<file path="src/rtl/riscv_pkg.sv">
// Shared RV32I definitions for the ALU issue path.
// Contents: opcode and funct7 constants, the funct3 operation enum, the issue
// FSM state enum, the decoded-instruction record, and the OP/OP-IMM decoder.
// The decoder takes a 32-bit instruction word. It returns the register
// indices, the ALU controls, the immediate, and a legality flag.
package riscv_pkg;

  localparam logic [6:0] OPC_OP      = 7'b0110011;
  localparam logic [6:0] OPC_OPIMM   = 7'b0010011;
  localparam logic [6:0] FUNCT7_ZERO = 7'b0000000;
  localparam logic [6:0] FUNCT7_ALT  = 7'b0100000;

  typedef enum logic [2:0] {
    F3_ADD     = 3'b000,
    F3_SLL     = 3'b001,
    F3_SLT     = 3'b010,
    F3_SLTU    = 3'b011,
    F3_XOR     = 3'b100,
    F3_SRL_SRA = 3'b101,
    F3_OR      = 3'b110,
    F3_AND     = 3'b111
  } funct3_e;

  typedef enum logic [1:0] {
    IDLE = 2'd0,
    EXEC = 2'd1,
    WB   = 2'd2
  } state_e;

  typedef struct packed {
    logic        legal;
    logic [4:0]  rd;
    logic [4:0]  rs1;
    logic [4:0]  rs2;
    logic [2:0]  funct3;
    logic        funct7;
    logic        use_imm;
    logic [31:0] imm;
  } decode_t;

  function automatic decode_t decode(input logic [31:0] instr);
    decode_t    d;
    funct3_e    f3;
    logic [6:0] top7;
    d        = '0;
    f3       = funct3_e'(instr[14:12]);
    top7     = instr[31:25];
    d.rd     = instr[11:7];
    d.rs1    = instr[19:15];
    d.rs2    = instr[24:20];
    d.funct3 = instr[14:12];
    case (instr[6:0])
      OPC_OP: begin
        d.use_imm = 1'b0;
        d.funct7  = instr[30];
        // The alternate funct7 only selects SUB and SRA.
        d.legal   = (top7 == FUNCT7_ZERO) ||
                    ((top7 == FUNCT7_ALT) && ((f3 == F3_ADD) || (f3 == F3_SRL_SRA)));
      end
      OPC_OPIMM: begin
        d.use_imm = 1'b1;
        d.funct7  = 1'b0;
        d.imm     = {{20{instr[31]}}, instr[31:20]};
        d.legal   = 1'b1;
        // Shifts take a 5-bit shamt; the upper immediate bits become funct7.
        if (f3 == F3_SLL) begin
          d.imm   = {27'd0, instr[24:20]};
          d.legal = (top7 == FUNCT7_ZERO);
        end else if (f3 == F3_SRL_SRA) begin
          d.imm    = {27'd0, instr[24:20]};
          d.funct7 = instr[30];
          d.legal  = (top7 == FUNCT7_ZERO) || (top7 == FUNCT7_ALT);
        end
      end
      default: d.legal = 1'b0;
    endcase
    return d;
  endfunction

endpackage

</file>
<file path="src/rtl/alu_issue_regfile.sv">
// Architectural register file for the ALU issue unit.
// NUM_REGS entries of DATA_WIDTH bits. Entry 0 reads as zero and is never written.
// Ports: clk, rst (sync, clears every entry);
//        raddr1/rdata1 and raddr2/rdata2 are asynchronous operand reads;
//        dbg_addr/dbg_data is an asynchronous debug read;
//        we/waddr/wdata is a synchronous write port.
module alu_issue_regfile #(
  parameter int DATA_WIDTH = 32,
  parameter int NUM_REGS   = 32,
  parameter int AW         = $clog2(NUM_REGS)
) (
  input  logic                  clk,
  input  logic                  rst,
  input  logic [AW-1:0]         raddr1,
  output logic [DATA_WIDTH-1:0] rdata1,
  input  logic [AW-1:0]         raddr2,
  output logic [DATA_WIDTH-1:0] rdata2,
  input  logic [AW-1:0]         dbg_addr,
  output logic [DATA_WIDTH-1:0] dbg_data,
  input  logic                  we,
  input  logic [AW-1:0]         waddr,
  input  logic [DATA_WIDTH-1:0] wdata
);

  logic [DATA_WIDTH-1:0] mem [NUM_REGS];

  always_ff @(posedge clk) begin
    if (rst) begin
      for (int i = 0; i < NUM_REGS; i++) begin
        mem[i] <= '0;
      end
    end else if (we && (waddr != '0)) begin
      mem[waddr] <= wdata;
    end
  end

  assign rdata1   = (raddr1   == '0) ? '0 : mem[raddr1];
  assign rdata2   = (raddr2   == '0) ? '0 : mem[raddr2];
  assign dbg_data = (dbg_addr == '0) ? '0 : mem[dbg_addr];

endmodule

</file>
<file path="src/rtl/alu_issue_unit.sv">
// ALU issue unit: the producer side of the registered-ALU operand interface.
// It accepts RV32I OP/OP-IMM words over valid/ready and decodes them. It
// reads operands from the internal register file, with a bypass from the
// result that is in writeback. It drives the ALU for one cycle, writes the
// result back two edges after the accept, and reports completion.
// Ports: clk, rst (sync, active-high);
//        instr_valid/instr_ready/instr form the instruction handshake;
//        alu_funct3/alu_funct7/alu_opranda/alu_oprandb drive the ALU;
//        alu_res is the registered ALU result (1-cycle latency);
//        done_valid/done_rd/done_data is the completion pulse;
//        illegal pulses when an accepted word is not a legal OP/OP-IMM;
//        dbg_addr/dbg_data is an asynchronous register-file read.
module alu_issue_unit #(
  parameter int DATA_WIDTH = 32,
  parameter int NUM_REGS   = 32
) (
  input  logic                  clk,
  input  logic                  rst,
  input  logic                  instr_valid,
  output logic                  instr_ready,
  input  logic [31:0]           instr,
  output logic [2:0]            alu_funct3,
  output logic                  alu_funct7,
  output logic [DATA_WIDTH-1:0] alu_opranda,
  output logic [DATA_WIDTH-1:0] alu_oprandb,
  input  logic [DATA_WIDTH-1:0] alu_res,
  output logic                  done_valid,
  output logic [4:0]            done_rd,
  output logic [DATA_WIDTH-1:0] done_data,
  output logic                  illegal,
  input  logic [4:0]            dbg_addr,
  output logic [DATA_WIDTH-1:0] dbg_data
);

  import riscv_pkg::*;

  state_e                state_q, state_d;
  decode_t               dec_p0;
  logic                  accept_p0;
  logic                  issue_p0;
  logic                  in_wb;
  logic                  byp1_p0, byp2_p0;
  logic [DATA_WIDTH-1:0] rs1_rdata, rs2_rdata;
  logic [DATA_WIDTH-1:0] opa_p0, opb_p0;
  // Destination of the instruction in flight. It is written at accept and
  // consumed at the writeback edge. Nothing is accepted during EXEC, so it
  // still names the same instruction in WB.
  logic [4:0]            rd_p1;

  assign instr_ready = (state_q != EXEC);
  assign in_wb       = (state_q == WB);
  assign dec_p0      = decode(instr);
  assign accept_p0   = instr_valid && instr_ready;
  assign issue_p0    = accept_p0 && dec_p0.legal;

  alu_issue_regfile #(
    .DATA_WIDTH (DATA_WIDTH),
    .NUM_REGS   (NUM_REGS)
  ) u_rf (
    .clk      (clk),
    .rst      (rst),
    .raddr1   (dec_p0.rs1),
    .rdata1   (rs1_rdata),
    .raddr2   (dec_p0.rs2),
    .rdata2   (rs2_rdata),
    .dbg_addr (dbg_addr),
    .dbg_data (dbg_data),
    .we       (in_wb),
    .waddr    (rd_p1),
    .wdata    (alu_res)
  );

  // Stage p0: operand select with RAW bypass from the instruction in WB.
  // Its result reaches the register file on this same edge. alu_res therefore
  // replaces the stale register-file value. x0 is never bypassed.
  always_comb begin
    byp1_p0 = in_wb && (rd_p1 != 5'd0) && (dec_p0.rs1 == rd_p1);
    byp2_p0 = in_wb && (rd_p1 != 5'd0) && (dec_p0.rs2 == rd_p1);
    opa_p0  = byp1_p0 ? alu_res : rs1_rdata;
    opb_p0  = byp2_p0 ? alu_res : rs2_rdata;
    if (dec_p0.use_imm) begin
      opb_p0 = dec_p0.imm[DATA_WIDTH-1:0];
    end
  end

  always_comb begin
    state_d = state_q;
    case (state_q)
      IDLE:    if (issue_p0) state_d = EXEC;
      EXEC:    state_d = WB;
      WB:      state_d = issue_p0 ? EXEC : IDLE;
      default: state_d = IDLE;
    endcase
  end

  // Stage p1: ALU issue registers. They are held through EXEC and keep their
  // value until the next legal accept.
  // Stage p2: completion registers, loaded at the writeback edge.
  always_ff @(posedge clk) begin
    if (rst) begin
      state_q     <= IDLE;
      alu_funct3  <= '0;
      alu_funct7  <= 1'b0;
      alu_opranda <= '0;
      alu_oprandb <= '0;
      rd_p1       <= '0;
      done_valid  <= 1'b0;
      done_rd     <= '0;
      done_data   <= '0;
      illegal     <= 1'b0;
    end else begin
      state_q    <= state_d;
      illegal    <= accept_p0 && !dec_p0.legal;
      done_valid <= in_wb;
      if (in_wb) begin
        done_rd   <= rd_p1;
        done_data <= alu_res;
      end
      if (issue_p0) begin
        alu_funct3  <= dec_p0.funct3;
        alu_funct7  <= dec_p0.funct7;
        alu_opranda <= opa_p0;
        alu_oprandb <= opb_p0;
        rd_p1       <= dec_p0.rd;
      end
    end
  end

endmodule

</file>
<file path="config.mk">
export PLATFORM = sky130hd
export DESIGN_NAME = alu_issue_unit
export DESIGN_NICKNAME = d
export VERILOG_FILES = /design/src/rtl/riscv_pkg.sv /design/src/rtl/alu_issue_regfile.sv /design/src/rtl/alu_issue_unit.sv
export SDC_FILE = /design/constraint.sdc
export NUM_CORES = 2
export LEC_CHECK = 0
export BUFFER_PORTS_ARGS = -buffer_cell sky130_fd_sc_hd__buf_2
export CORE_ASPECT_RATIO = 0.6
export CORE_UTILIZATION = 60
export CTS_CLUSTER_SIZE = 24
export DETAILED_ROUTE_END_ITERATION = 12
export PLACE_DENSITY = 0.77
export SETUP_SLACK_MARGIN = 0.1
export SLEW_MARGIN = 20
export SYNTH_ARGS = -nofsm -noshare
export SYNTH_HDL_FRONTEND = slang
export SYNTH_SLANG_ARGS = --single-unit
export TNS_END_PERCENT = 10
</file>
<file path="constraint.sdc">
create_clock -name clk -period 5.2 [get_ports clk]
set_clock_uncertainty 0.05 [all_clocks]
set_input_delay 0.52 -clock clk [delete_from_list [all_inputs] [get_ports clk]]
set_output_delay 0.52 -clock clk [all_outputs]
set_load 0.01 [all_outputs]
</file>
==> impl_results.md <==
- Post-place instance area: around 0.07 mm²
- Worst Hold Path EP: alu_funct3[0]
- Clock buffer depth: 3
- Setup slack, reg-to-reg: between 1 and 1.5 ns
- Synth unique cells: between 50 and 60
- Dpl hpwl: around 150000 µm
- Type of origin of the critical path: input pin
- Pwr dens: roughly 300 mW/mm²
- FP Rows: 94
- CP endpoint kind: primary output
- Hold Vio Cnt, Final: 0
- Slew HR: 0.152
- Layout area overhead: 10.1%
- Later-pin clock latency in the skew report: between 0.7 and 0.8 ns
- Initial core utilization: 0.609
- Final core occ: 0.670
- Peak supply drop: roughly 300 µV
- Post-Syn Area: 0.0672 mm²
- Syn Area/Cell: about 15 µm²
- Fin crit period: ~4.3 ns
- Seq/Total Area, Yosys: 0.492
- R2R cell count: 5
- Overall routing resource usage: 0.453
- Global-route wire length before repair: ~350000 µm
- Detailed Routing Iterations Pass 1: 10
- Nets: ~4700
- Design area: between 0.07 and 0.08 mm²
- Setup TNS Final: 0 ns
- Layout cells sized above 1: 0.299
- IO buf count: roughly 210
- Hold-fix buffers, CTS: 7
- Status: complete, no violations
- CTS tree: yes
- Clock sink count: roughly 1100
- Filler cells: between 7000 and 8000
- Async SR Flop Fraction: 0
- Die Wd: 434 µm
- IO Pins: ~210
- Post-synth EDFFs: 1024
- DR WL/cell: between 40 and 50 µm
- GPL Wtd Cong: slightly below 1
- Initial DRC count: 9972
- Clock Pin Slew Worst Setup and Hold Paths: ~0.070 ns
- Vias in the first global route: approximately 47000
- Hold Crit Start: instr[12]
- H-tree depth: 3
- PostCTS Resize Cnt: 0
- Largest area contributor in the netlist: edfxtp_1
- Worst Tran Pin Value: between 1 and 1.5 ns
- Largest net degree at the start of global routing: between 90 and 100
- Via count: roughly 49000
- Initial antenna violation count: 11
- Max capacitance violation total: 0
- R2R Path End: u_rf.mem[5][5]
- Mapped Cells: ~4600
- Leak: approximately 27 nW
- CP Data Required Time: 4.63 ns
- GRT overflow: 0
- Total Power: 21.8 mW
- Post-synth top area share: 0.458
- Synth Flop Type: edfxtp_1
- Total CTS buffers: around 110
- DRC viols: 0
- FF-to-FF Start: rd_p1[1]
- Final setup viols: 0
- Area contributors post-synth: edfxtp_1 46%, mux4_2 26%, and2_1 9.3%, mux2i_1 4.4%, dfxtp_1 3.4%
- Core area: ~0.11 mm²
- Total wire length: around 260000 µm
- Die ar.: 0.113 mm²
- Die Ht: 261 µm
- Clock root buffer: clkbuf_16
- Fmax: about 230 MHz
- Routed Antenna Nets: 0
- Yosys warns: 0
- Vias per inst: 7.92
- Period utilisation layout: 0.820
- Crit Path Category: input pin to primary output
- Post-CTS Setup Inserts: 0
- Min-Delay Path Depth: 3
- Yosys reg bits: approximately 1100
- Arr. time, crit path: 3.70 ns
- Type of the worst min-delay path: input pin to register
- RSZ-0062 raised after global routing: false
- Fin. max-slew vios: 0
- CP max FO: 58
flip-flops by register name, indices dropped and copies added (netlist names):
name and count:
alu_funct3 3, alu_funct7 1, alu_opranda 32, alu_oprandb 32, done_data 32, done_rd 5
done_valid 1, illegal 1, rd_p1 5, state_q 2, u_rf.mem 1024
cells in the final DEF, fill, tap and decap left out, types with 37 or more instances in the layout:
cell,n
edfxtp_1,1024
clkbuf_16,111
a22oi_1,96
nor2_1,55
and2_1,994
o21ai_0,49
dfxtp_1,114
nand2_1,271
a21oi_1,121
buf_2,199
buf_12,37
mux2i_1,297
buf_4,136
a221oi_1,108
mux4_2,776
how the worst max path moves through the flow:
stage	startpoint	end	slack, ns	depth (start not counted)
after floorplan	rst	u_rf.mem[30][0]	1.07	4
after global placement	dbg_addr[0]	dbg_data[15]	1.10	8
after detailed placement	dbg_addr[0]	dbg_data[14]	1.11	8
after CTS	dbg_addr[0]	dbg_data[15]	1.11	8
after global routing	dbg_addr[0]	dbg_data[15]	0.96	8
final	dbg_addr[0]	dbg_data[14]	0.93	8
power by group:
part           leakage, nW  total (mW)  internal, mW  switching [mW]
combinational         13.7        2.98          1.22            1.76
sequential            11.4        10.5          10.2           0.266
clock                 1.77        8.32          4.63            3.68
routing by layer:
metal  vias to the layer above  wire length [µm]  track usage
li1                      18200                 -            -
met1                     24100             81400        0.581
met2                      5845            102000        0.600
met3                      1250             54400        0.258
met4                         8             18500        0.259
met5                         -               187      0.00697
cells in the mapped netlist (78+ instances only):
cell type	n
a21oi_1	121
a221oi_1	108
a22oi_1	96
and2_1	996
buf_2	87
clkbuf_1	339
dfxtp_1	114
edfxtp_1	1024
mux2i_1	297
mux4_2	776
nand2_1	271
nor2_1	85
o21ai_0	78
layout make-up:
cell class	instances	area (µm²)	area share
Multi-Input combinational cell	2999	32500	0.439
Sequential cell	1138	33000	0.447
Inverter	3	13.8	0.000186
Timing Repair Buffer	387	2940	0.0397
Clock inverter	58	648	0.00876
Tap cell	1488	1860	0.0252
Antenna cell	21	52.6	0.000710
Clock buffer	137	2940	0.0397
metrics by stage:
stage | std cells | hold slack (ns) | setup slack, ns
global route | 6216 | 0.0537 | 0.963
CTS | 6210 | 0.00545 | 1.11
finish | 6231 | 0.0345 | 0.935
floorplan | 4656 | 0.372 | 1.07
detailed placement | 6008 | 0.394 | 1.11
global placement | 6008 | 0.390 | 1.10
worst max-delay path, stage by stage:
cell and delay (ns):
buf_8 0.56, buf_4 0.45, buf_4 0.37, mux4_2 0.56, mux4_2 0.48, mux2i_1 0.32
nor2_1 0.16, buf_2 0.18
kinds of logic after synthesis:
logic type / share of synthesized area
AOI/OAI and AO/OA: 0.0475
buffers and inverters: 0.0356
DFF: 0.492
xor gates and xnor gates: 0.00130
other: 0.0000558
and+or+nand+nor: 0.119
muxes: 0.305
(Power assumes the default switching activity.)
